===== config.mk =====
export PLATFORM = sky130hd
export DESIGN_NAME = huff_canon_code_gen
export DESIGN_NICKNAME = d
export VERILOG_FILES = /design/src/rtl/huff_pkg.sv /design/src/rtl/huff_next_code_bank.sv /design/src/rtl/huff_canon_code_gen.sv
export SDC_FILE = /design/constraint.sdc
export NUM_CORES = 1
export LEC_CHECK = 0
export ABC_AREA = 0
export CAP_MARGIN = 20
export CORE_ASPECT_RATIO = 1.25
export CORE_UTILIZATION = 40
export CTS_CLUSTER_DIAMETER = 50
export DETAILED_ROUTE_END_ITERATION = 16
export GPL_TIMING_DRIVEN = 0
export PLACE_DENSITY = 0.67
export SYNTH_ARGS = -nofsm -noshare
export SYNTH_HDL_FRONTEND = slang
export SYNTH_HIERARCHICAL = 1
export SYNTH_SLANG_ARGS = --single-unit
export TNS_END_PERCENT = 20

===== constraint.sdc =====
create_clock -name clk -period 7.6 [get_ports clk]
set_input_delay 1.14 -clock clk [delete_from_list [all_inputs] [get_ports clk]]
set_output_delay 1.14 -clock clk [all_outputs]
set_load 0.01 [all_outputs]

===== src/rtl/huff_pkg.sv =====
// Shared definitions for the canonical-Huffman code path: code/count widths
// and the generator FSM states used by the bl_count array and VLC writer.
package huff_pkg;

  localparam int MAX_BL = 15;
  localparam int CNT_W  = 9;
  localparam int CODE_W = MAX_BL;
  localparam int LEN_W  = 4;
  localparam int ACC_W  = 17;

  typedef enum logic [2:0] {
    ST_IDLE,
    ST_ISSUE,
    ST_CAPT,
    ST_READY,
    ST_ERR
  } gen_state_e;

endpackage


===== src/rtl/huff_next_code_bank.sv =====
// Per-length table of the next canonical code and the number of codes still
// available at that length. Generation fills one entry per CAPT cycle; the
// assignment port reads an entry combinationally and, when told to take a code,
// advances that entry at the same clock edge, so back-to-back requests on one
// length see the updated value on the following cycle.
module huff_next_code_bank
  import huff_pkg::*;
(
  input  logic              clk,
  input  logic              rstN,
  input  logic              clear,
  input  logic              wr_en,
  input  logic [LEN_W-1:0]  wr_len,
  input  logic [CODE_W-1:0] wr_code,
  input  logic [CNT_W-1:0]  wr_rem,
  input  logic [LEN_W-1:0]  rmw_len,
  input  logic              rmw_take,
  output logic [CODE_W-1:0] rmw_code,
  output logic [CNT_W-1:0]  rmw_rem
);

  // Entry i holds length i+1; length 0 has no storage and reads as empty.
  logic [CODE_W-1:0] code_tab [MAX_BL];
  logic [CNT_W-1:0]  rem_tab  [MAX_BL];

  // Table storage: clear on a new generation, fill during CAPT, advance on a taken code.
  always_ff @(posedge clk or negedge rstN) begin
    if (!rstN) begin
      for (int i = 0; i < MAX_BL; i++) begin
        code_tab[i] <= '0;
        rem_tab[i]  <= '0;
      end
    end else if (clear) begin
      for (int i = 0; i < MAX_BL; i++) begin
        code_tab[i] <= '0;
        rem_tab[i]  <= '0;
      end
    end else begin
      for (int i = 0; i < MAX_BL; i++) begin
        if (wr_en && (wr_len == LEN_W'(i + 1))) begin
          code_tab[i] <= wr_code;
          rem_tab[i]  <= wr_rem;
        end else if (rmw_take && (rmw_len == LEN_W'(i + 1))) begin
          code_tab[i] <= code_tab[i] + CODE_W'(1);
          rem_tab[i]  <= rem_tab[i] - CNT_W'(1);
        end
      end
    end
  end

  // Assignment-side read mux; an unmatched length (0) reads as an exhausted entry.
  always_comb begin
    rmw_code = '0;
    rmw_rem  = '0;
    for (int i = 0; i < MAX_BL; i++) begin
      if (rmw_len == LEN_W'(i + 1)) begin
        rmw_code = code_tab[i];
        rmw_rem  = rem_tab[i];
      end
    end
  end

endmodule


===== src/rtl/huff_canon_code_gen.sv =====
// Canonical-Huffman code generator. Walks bl_count[1..15] through the array's
// aux read port, building next_code[len] and a per-length remaining count while
// running a prefix Kraft check, then hands out canonical codes by length.
module huff_canon_code_gen
  import huff_pkg::*;
(
  input  logic              clk,
  input  logic              rstN,
  input  logic              start,
  output logic [3:0]        bl_addr,
  input  logic [CNT_W-1:0]  bl_data,
  input  logic              bl_busy,
  output logic              gen_done,
  output logic              ready,
  output logic              err_oversub,
  input  logic              code_req,
  input  logic [3:0]        code_len,
  output logic              code_vld,
  output logic [CODE_W-1:0] code,
  output logic              code_err
);

  gen_state_e        state;
  gen_state_e        state_nxt;

  // bit_len is the length being walked; acc is the first code at that length
  // scaled to bit_len bits, so sum > 2^bit_len means the prefix overflows Kraft.
  logic [LEN_W-1:0]  bit_len;
  logic [ACC_W-1:0]  acc;
  logic [ACC_W-1:0]  sum;
  logic [ACC_W-1:0]  limit;
  logic              oversub;
  logic              last_len;

  logic              gen_start;
  logic              tab_wr;
  logic              accept;
  logic              code_ok;
  logic [CODE_W-1:0] bank_code;
  logic [CNT_W-1:0]  bank_rem;

  // Kraft arithmetic for the length currently being captured.
  always_comb begin
    sum      = acc + ACC_W'(bl_data);
    limit    = ACC_W'(1) << bit_len;
    oversub  = sum > limit;
    last_len = bit_len == LEN_W'(MAX_BL);
  end

  // FSM state register.
  always_ff @(posedge clk or negedge rstN) begin
    if (!rstN) begin
      state <= ST_IDLE;
    end else begin
      state <= state_nxt;
    end
  end

  // FSM next state: busy stalls ISSUE, an overflowing prefix aborts to ERR.
  always_comb begin
    state_nxt = state;
    case (state)
      ST_IDLE:  if (start) state_nxt = ST_ISSUE;
      ST_ISSUE: if (!bl_busy) state_nxt = ST_CAPT;
      ST_CAPT: begin
        if (oversub) begin
          state_nxt = ST_ERR;
        end else if (last_len) begin
          state_nxt = ST_READY;
        end else begin
          state_nxt = ST_ISSUE;
        end
      end
      ST_READY: if (start) state_nxt = ST_ISSUE;
      ST_ERR:   if (start) state_nxt = ST_ISSUE;
      default:  state_nxt = ST_IDLE;
    endcase
  end

  // FSM outputs and control strobes; a start in READY wins over a same-cycle request.
  always_comb begin
    bl_addr     = '0;
    ready       = 1'b0;
    err_oversub = 1'b0;
    gen_start   = 1'b0;
    tab_wr      = 1'b0;
    accept      = 1'b0;
    code_ok     = 1'b0;
    case (state)
      ST_IDLE:  gen_start = start;
      ST_ISSUE: bl_addr = bit_len;
      ST_CAPT:  tab_wr = 1'b1;
      ST_READY: begin
        ready     = 1'b1;
        gen_start = start;
        accept    = code_req && !start;
        code_ok   = accept && (code_len != 4'd0) && (bank_rem != '0);
      end
      ST_ERR: begin
        err_oversub = 1'b1;
        gen_start   = start;
      end
      default: ;
    endcase
  end

  // Generation walk state, completion pulse and registered assignment response.
  always_ff @(posedge clk or negedge rstN) begin
    if (!rstN) begin
      bit_len  <= '0;
      acc      <= '0;
      gen_done <= 1'b0;
      code_vld <= 1'b0;
      code     <= '0;
      code_err <= 1'b0;
    end else begin
      gen_done <= tab_wr && !oversub && last_len;
      if (gen_start) begin
        bit_len <= LEN_W'(1);
        acc     <= '0;
      end else if (tab_wr && !oversub) begin
        bit_len <= bit_len + LEN_W'(1);
        acc     <= {sum[ACC_W-2:0], 1'b0};
      end
      code_vld <= accept;
      code_err <= accept && !code_ok;
      code     <= code_ok ? bank_code : '0;
    end
  end

  huff_next_code_bank u_bank (
    .clk      (clk),
    .rstN     (rstN),
    .clear    (gen_start),
    .wr_en    (tab_wr),
    .wr_len   (bit_len),
    .wr_code  (acc[CODE_W-1:0]),
    .wr_rem   (bl_data),
    .rmw_len  (code_len),
    .rmw_take (code_ok),
    .rmw_code (bank_code),
    .rmw_rem  (bank_rem)
  );

endmodule

# Yosys cells after proc, flatten, opt, wreduce, memory -nomap -nowiden
# Index checks and enable logic that the tools add are counted.
op_classes:
  addsub: 32
  muxes: 109
  reduce_logical: 60
  n_eq_ne: 36
  n_lt_le_gt_ge: 1
  shift: 1
op_table:
  columns: ["cell", "n"]
  rows:
  - ["$mux 15", 46]
  - ["$mux 9", 45]
  - ["$add 15x1->15 const B", 15]
  - ["$mux 225", 1]
  - ["$mux 135", 1]
  - ["$sub 9x1->9 const B", 15]
  - ["$eq 4x4->1 const B", 16]
  - ["$reduce_bool 3->1", 15]
  - ["$logic_and 1x1->1", 36]
  - ["$mux 17", 2]
  - ["$eq 4x3->1 const B", 8]
  - ["$add 17x9->17", 1]
  - ["$gt 17x17->1", 1]
  - ["$shl 1x4->17 const A", 1]
  - ["$eq 4x2->1 const B", 4]
  - ["$mux 4", 3]
  - ["$mux 3", 3]
  - ["$pmux 3 s3", 1]
  - ["$reduce_bool 9->1", 1]
  - ["$eq 4x1->1 const B", 2]
  - ["$eq 3x2->1 const B", 2]
  - ["$mux 1", 6]
  - ["$add 4x1->4 const B", 1]
  - ["$reduce_bool 4->1", 1]
  - ["other kinds (10)", 12]
totals:
  out_inout_bits: 24
  inputBits: 18
  reg_bits: 402

# Longest topological paths before layout
depth:
  depth_word: 23
  depth_mapped: 20
  mapped_depth_nobuf: 16

# Cells and area by module
# Netlist, hierarchy kept.
modules_own_cells:
  columns: ["module", "seq_area_each_um2", "area_each_um2", "instances", "cells_each"]
  rows:
  - ["huff_next_code_bank", 9008.6, 24491.0, 1, 2947]
  - ["huff_canon_code_gen", 1026.0, 2720.1, 1, 279]

# Least setup slack after synthesis
# Ideal clock, no wire load.
synth_timing:
  path_kind: "input-to-reg"
  startpoint: "in bl_data[1]"
  endpoint: "reg acc[15]"
  path_buffers: 1
  arrival_time_ns: 4.803
  setup_ns: 0.125
  stages: 17
  path_slack_ns: 2.672
  path_cell_list: "ha_1 -> fa_1 -> a21o_1 -> a21oi_1 -> o211ai_1 -> a21oi_1 -> nor2_1 -> xor2_1 -> ha_1 -> nand4_1 -> nor3_1 -> a211o_1 -> o31a_1 -> or3b_4 -> nor3_4 -> buf_6 -> mux2_2"
synth_between:
  elab_chain_len: 5
  word_cells_on_any_way: 7
synth_rtl:
  columns: ["item", "line_no", "source"]
  rows:
  - ["from (decl)", "huff_canon_code_gen.sv:11", "input logic [CNT_W-1:0] bl_data,"]
  - ["$add 17x9->17 (*)", "huff_canon_code_gen.sv:44", "sum = acc + ACC_W'(bl_data);"]
  - ["$gt 17x17->1", "huff_canon_code_gen.sv:46", "oversub = sum > limit;"]
  - ["$logic_not 1->1", "huff_canon_code_gen.sv:121", "end else if (tab_wr && !oversub) begin"]
  - ["$logic_and 1x1->1", "huff_canon_code_gen.sv:121", null]
  - ["$reduce_bool 2->1 (no line)", null, null]
  - ["to (signal assigned)", "huff_canon_code_gen.sv:123", "acc <= {sum[ACC_W-2:0], 1'b0};"]
  - ["to (decl)", "huff_canon_code_gen.sv:29", "logic [ACC_W-1:0] acc;"]
# Every way passes the cells marked *; elsewhere a longest branch is shown, timed or not. The select of a mux whose other input is x is not followed.
# A chain may end at the register's enable or synchronous reset.

# Worst setup path in the final report
layout_timing:
  startpoint: "in code_len[0]"
  endpoint: "reg u_bank/code_tab[43] in the netlist's numbering"
layout_between:
  elab_chain_len: 21
  word_cells_on_any_way: 37
layout_rtl:
  columns: ["item", "line_no", "source"]
  rows:
  - ["from (decl)", "huff_canon_code_gen.sv:17", "input logic [3:0] code_len,"]
  - ["$eq 4x1->1", "huff_next_code_bank.sv:56", "if (rmw_len == LEN_W'(i + 1)) begin"]
  - ["$mux 9 (14 in a row)", "huff_next_code_bank.sv:56", null]
  - ["$mux 9 (*)", "huff_next_code_bank.sv:56", null]
  - ["named net bank_rem[3]", "huff_canon_code_gen.sv:40", "logic [CNT_W-1:0] bank_rem;"]
  - ["$reduce_bool 9->1 (*)", "huff_canon_code_gen.sv:97", "code_ok = accept && (code_len != 4'd0) && (bank_rem != '0);"]
  - ["$logic_and 1x1->1 (*)", "huff_canon_code_gen.sv:97", null]
  - ["$mux 1 (*)", "huff_canon_code_gen.sv:89", "case (state)"]
  - ["named net code_ok", "huff_canon_code_gen.sv:38", "logic code_ok;"]
  - ["$logic_and 1x1->1 (*)", "huff_next_code_bank.sv:43", "end else if (rmw_take && (rmw_len == LEN_W'(i + 1))) begin"]
  - ["$reduce_bool 3->1 (no line) (*)", null, null]
  - ["to (signal, indexed assignment)", "huff_next_code_bank.sv:41", "code_tab[i] <= wr_code;"]
  - ["to (signal, indexed assignment)", "huff_next_code_bank.sv:44", "code_tab[i] <= code_tab[i] + CODE_W'(1);"]
  - ["to (decl)", "huff_next_code_bank.sv:23", "logic [CODE_W-1:0] code_tab [MAX_BL];"]
# The timed path passes the listed nets; every way through them passes the cells marked *.

==> results.md <==
- Layout cell share with drive strength beyond 1: under 10%
- Aggregate global routing overflow: 0
- Fin crit share: 102%
- FF-to-FF Start: u_bank/rem_tab[112]
- DP HPWL: between 90000 and 100000 µm
- CTS tree: yes
- Antenna viol nets, final: 0
- Number of synthesized flops with an enable pin: 0
- Register bit total from synthesis: roughly 400
- Placer Congestion: between 1 and 1.5
- Crit. Startpoint: code_len[0]
- DRT iter0 DRCs: roughly 5100
- Hold crit path type: input pin to async pin
- Initial Util: approximately 41%
- Row count: 106
- Port bufs: a little over 40
- Die Ht: about 300 µm
- Endpoints failing hold: 0
- Vias: between 20000 and 30000
- Root Buffer: clkbuf_16
- Reg2Reg Setup Slack: 1920 ps
- Worst Path Max Fanout: 14
- Post-synth top area cell: dfrtp_1
- Clock skew: roughly 16 ps
- Synth Flop Type: dfrtp_1
- Largest net degree at the start of global routing: about 110
- Post-synth top area share: between 30% and 40%
- Syn_area_per_cell: between 8 and 9 µm²
- Die X: ~240 µm
- Mapped Area: 0.0272 mm²
- Crit path required time: between 8000 and 9000 ps
- Sink Count: between 400 and 500
- Global-route usage over all layers: between 30% and 40%
- Final WL: between 100000 and 150000 µm
- H-tree level count: 2
- Final setup fails: 6
- DRC viols: 0
- CP endpoint kind: flop
- Result of the run: finished, violations left
- Post-synth cell types: just over 90
- R2R depth: 14
- Initial antenna violation count: 14
- Placed insts: 4158
- Routed len/inst: between 30 and 40 µm
- Core area: between 0.06 and 0.07 mm²
- Ys Warns: 6
- Area contributors post-synth: dfrtp_1 37%, a211oi_1 6.9%, nor2_1 6.0%, xnor2_1 4.7%, nand2_1 4.2%
- Leak: 12.6 nW
- Pwr Density: 253 mW/mm²
- Post-synthesis sequential area ratio: between 30% and 40%
- DP Worst Slack: -654 ps
- WP data arrival: about 8300 ps
- R2R Path End: u_bank/rem_tab[23]
- Async S/R FF share, synth: 100%
- Peak supply drop: between 0.15 and 0.2 mV
- Fin crit period: 7740 ps
- Die area: 0.0691 mm²
- Detailed Routing Iterations Pass 1: 7
- Syn Inst Count: 3226
- Final core utilization: roughly 46%
- Vias in the first global route: ~27000
- Nets: around 3400
- Startpoint Class: input pin
- DR vias/cell: 6.82
- Fmax: 129 MHz
- CTS max path bufs: 3
- First-pass GRT wire length: between 150000 and 200000 µm
- Area Overhead vs Synth: 14.0%
- Worst Slack Setup Final: -136 ps
- Clk_lat worst skew: between 600 and 700 ps
- Failing checks: setup timing
- Post-CTS setup buffers: 0
- Slew @ Worst Pin: roughly 1300 ps
- Post-route insts no fill: ~4300
- CP endpoint: u_bank/code_tab[43]
- Setup CP Type: input pin to flop
- IO Count: between 40 and 50
- Clock transition at the registers of the reported paths: 60 ps
- RSZ-0062 raised after global routing: no
- Slew Limit Headroom: between 10% and 20%
- Max-cap violations: 0
- Hold buffers post-CTS: 0
- CTS buffer count: 48
- Max Slew Vio Count: 0
[cell usage in the layout (no fill, tap or decap), types with 15 or more instances in the layout]
cell and n:
inv_1 63, nand2_1 304, and4_1 15, o211ai_1 49, nand3_1 110, nand4_1 65
o21ai_0 155, or4_1 17, mux2_2 23, clkdlybuf4s50_1 40, buf_2 36, and3_1 43
o311ai_0 22, nor3_1 67, xnor2_1 146, nor2_1 433, a22oi_1 19, buf_8 19
xor2_1 102, clkbuf_1 170, a211oi_1 249, o22ai_1 32, ha_1 60, a21oi_1 147
dfrtp_1 401, or3_1 23, clkbuf_16 49, and2_1 41, mux2i_1 75, nor4_1 63
nor2b_1 23
[per-layer routing]
layer / track usage, % / routed length (µm) / vias to the layer above
met3: 14.4 / 19100 / 641
met4: 27.9 / 12600 / 12
met1: 48.3 / 49000 / 14000
met5: 0.705 / 125 / -
met2: 56.5 / 56000 / 2295
li1: - / - / 12000
[worst max-delay path, cell delays in order]
cell	delay (ps)
clkdlybuf4s50_1	550
buf_6	170
buf_2	280
buf_2	530
clkinv_1	520
clkbuf_1	430
o21ai_0	570
a32oi_1	320
o21ai_0	160
nor3_1	80
a31oi_2	450
clkbuf_2	460
buf_2	460
nand3_1	510
buf_2	430
nor4_1	580
nand3_1	170
xor2_1	180
a211oi_1	230
[power by group]
part / internal (mW) / switching, mW / leakage (nW)
registers: 2.28 / 0.360 / 5.58
logic: 0.736 / 1.80 / 6.18
clock network: 1.62 / 1.06 / 0.871
[timing repair]
| action | 4_1_cts | 5_1_grt |
|---|---|---|
| hold endpoints to repair | 0 | 0 |
| endpoints found under the setup margin | 0 | 218 |
| resized for setup | 0 | 8 |
[sequential cells by signal (all words and copies together), names as in the netlist]
register and flops:
code_err 1, acc 16, u_bank/rem_tab 135, state 3
code 15, code_vld 1, u_bank/code_tab 225, bit_len 4
gen_done 1
[synth_stat cells (all sizes together), types with 8 or more instances]
cell type / count
a211o: 10
a211oi: 250
a21o: 14
a21oi: 147
a221oi: 12
a22oi: 19
a311oi: 11
a31oi: 8
a32o: 10
a32oi: 13
and2: 44
and3: 43
and4: 15
buf: 45
clkbuf: 179
dfrtp: 401
ha: 60
inv: 63
mux2: 25
mux2i: 75
nand2: 304
nand2b: 14
nand3: 110
nand3b: 10
nand4: 65
nor2: 442
nor2b: 23
nor3: 69
nor3b: 9
nor4: 72
o211ai: 49
o21ai: 161
o22ai: 32
o311ai: 22
o31ai: 9
or2: 9
or3: 23
or4: 18
xnor2: 146
xor2: 102
[cell type report]
cell class,instances,area [µm²]
fill,6495,36100
multi-input combinational,2541,16000
sequential,401,10000
clock buffer,56,1310
tap,864,1080
buffer,224,932
timing repair buffer,69,871
clock inverter,34,493
inverter,65,244
antenna,4,10.0
[worst min-delay path by stage]
stage | from | end | slack [ps] | depth (start not counted)
global route | u_bank/code_tab[149] | u_bank/code_tab[149] | 580 | 2
floorplan | u_bank/code_tab[9] | u_bank/code_tab[9] | 490 | 2
finish | rstN | state[2] | 530 | 1
detailed placement | u_bank/code_tab[164] | u_bank/code_tab[164] | 530 | 2
global placement | u_bank/rem_tab[41] | u_bank/rem_tab[41] | 530 | 2
CTS | u_bank/rem_tab[111] | u_bank/rem_tab[111] | 550 | 2
[cell families after synthesis]
| kind of cell | count (synthesis) | synth area share, % |
|---|---|---|
| buffers and inverters | 289 | 4.28 |
| other | 1 | 0.0138 |
| and+or+nand+nor | 1294 | 23.2 |
| AOI/OAI and AO/OA | 825 | 20.5 |
| DFF | 401 | 36.9 |
| adders and majority gates | 61 | 2.83 |
| muxes | 107 | 4.37 |
| xor gates and xnor gates | 248 | 7.98 |
[stage by stage]
step | power (mW) | hold slack [ps] | instance area (µm²) | TNS (ps)
2_1_floorplan | 3.76 | 490 | 27200 | 0
5_1_grt | 8.03 | 579 | 31000 | 0
6_report | 7.86 | 526 | 31000 | -349
3_3_place_gp | 4.89 | 535 | 28700 | -5490240
4_1_cts | 7.66 | 554 | 30900 | 0
3_5_place_dp | 5.01 | 535 | 29100 | -47530
Note: power is estimated with default switching activity, not from simulation.
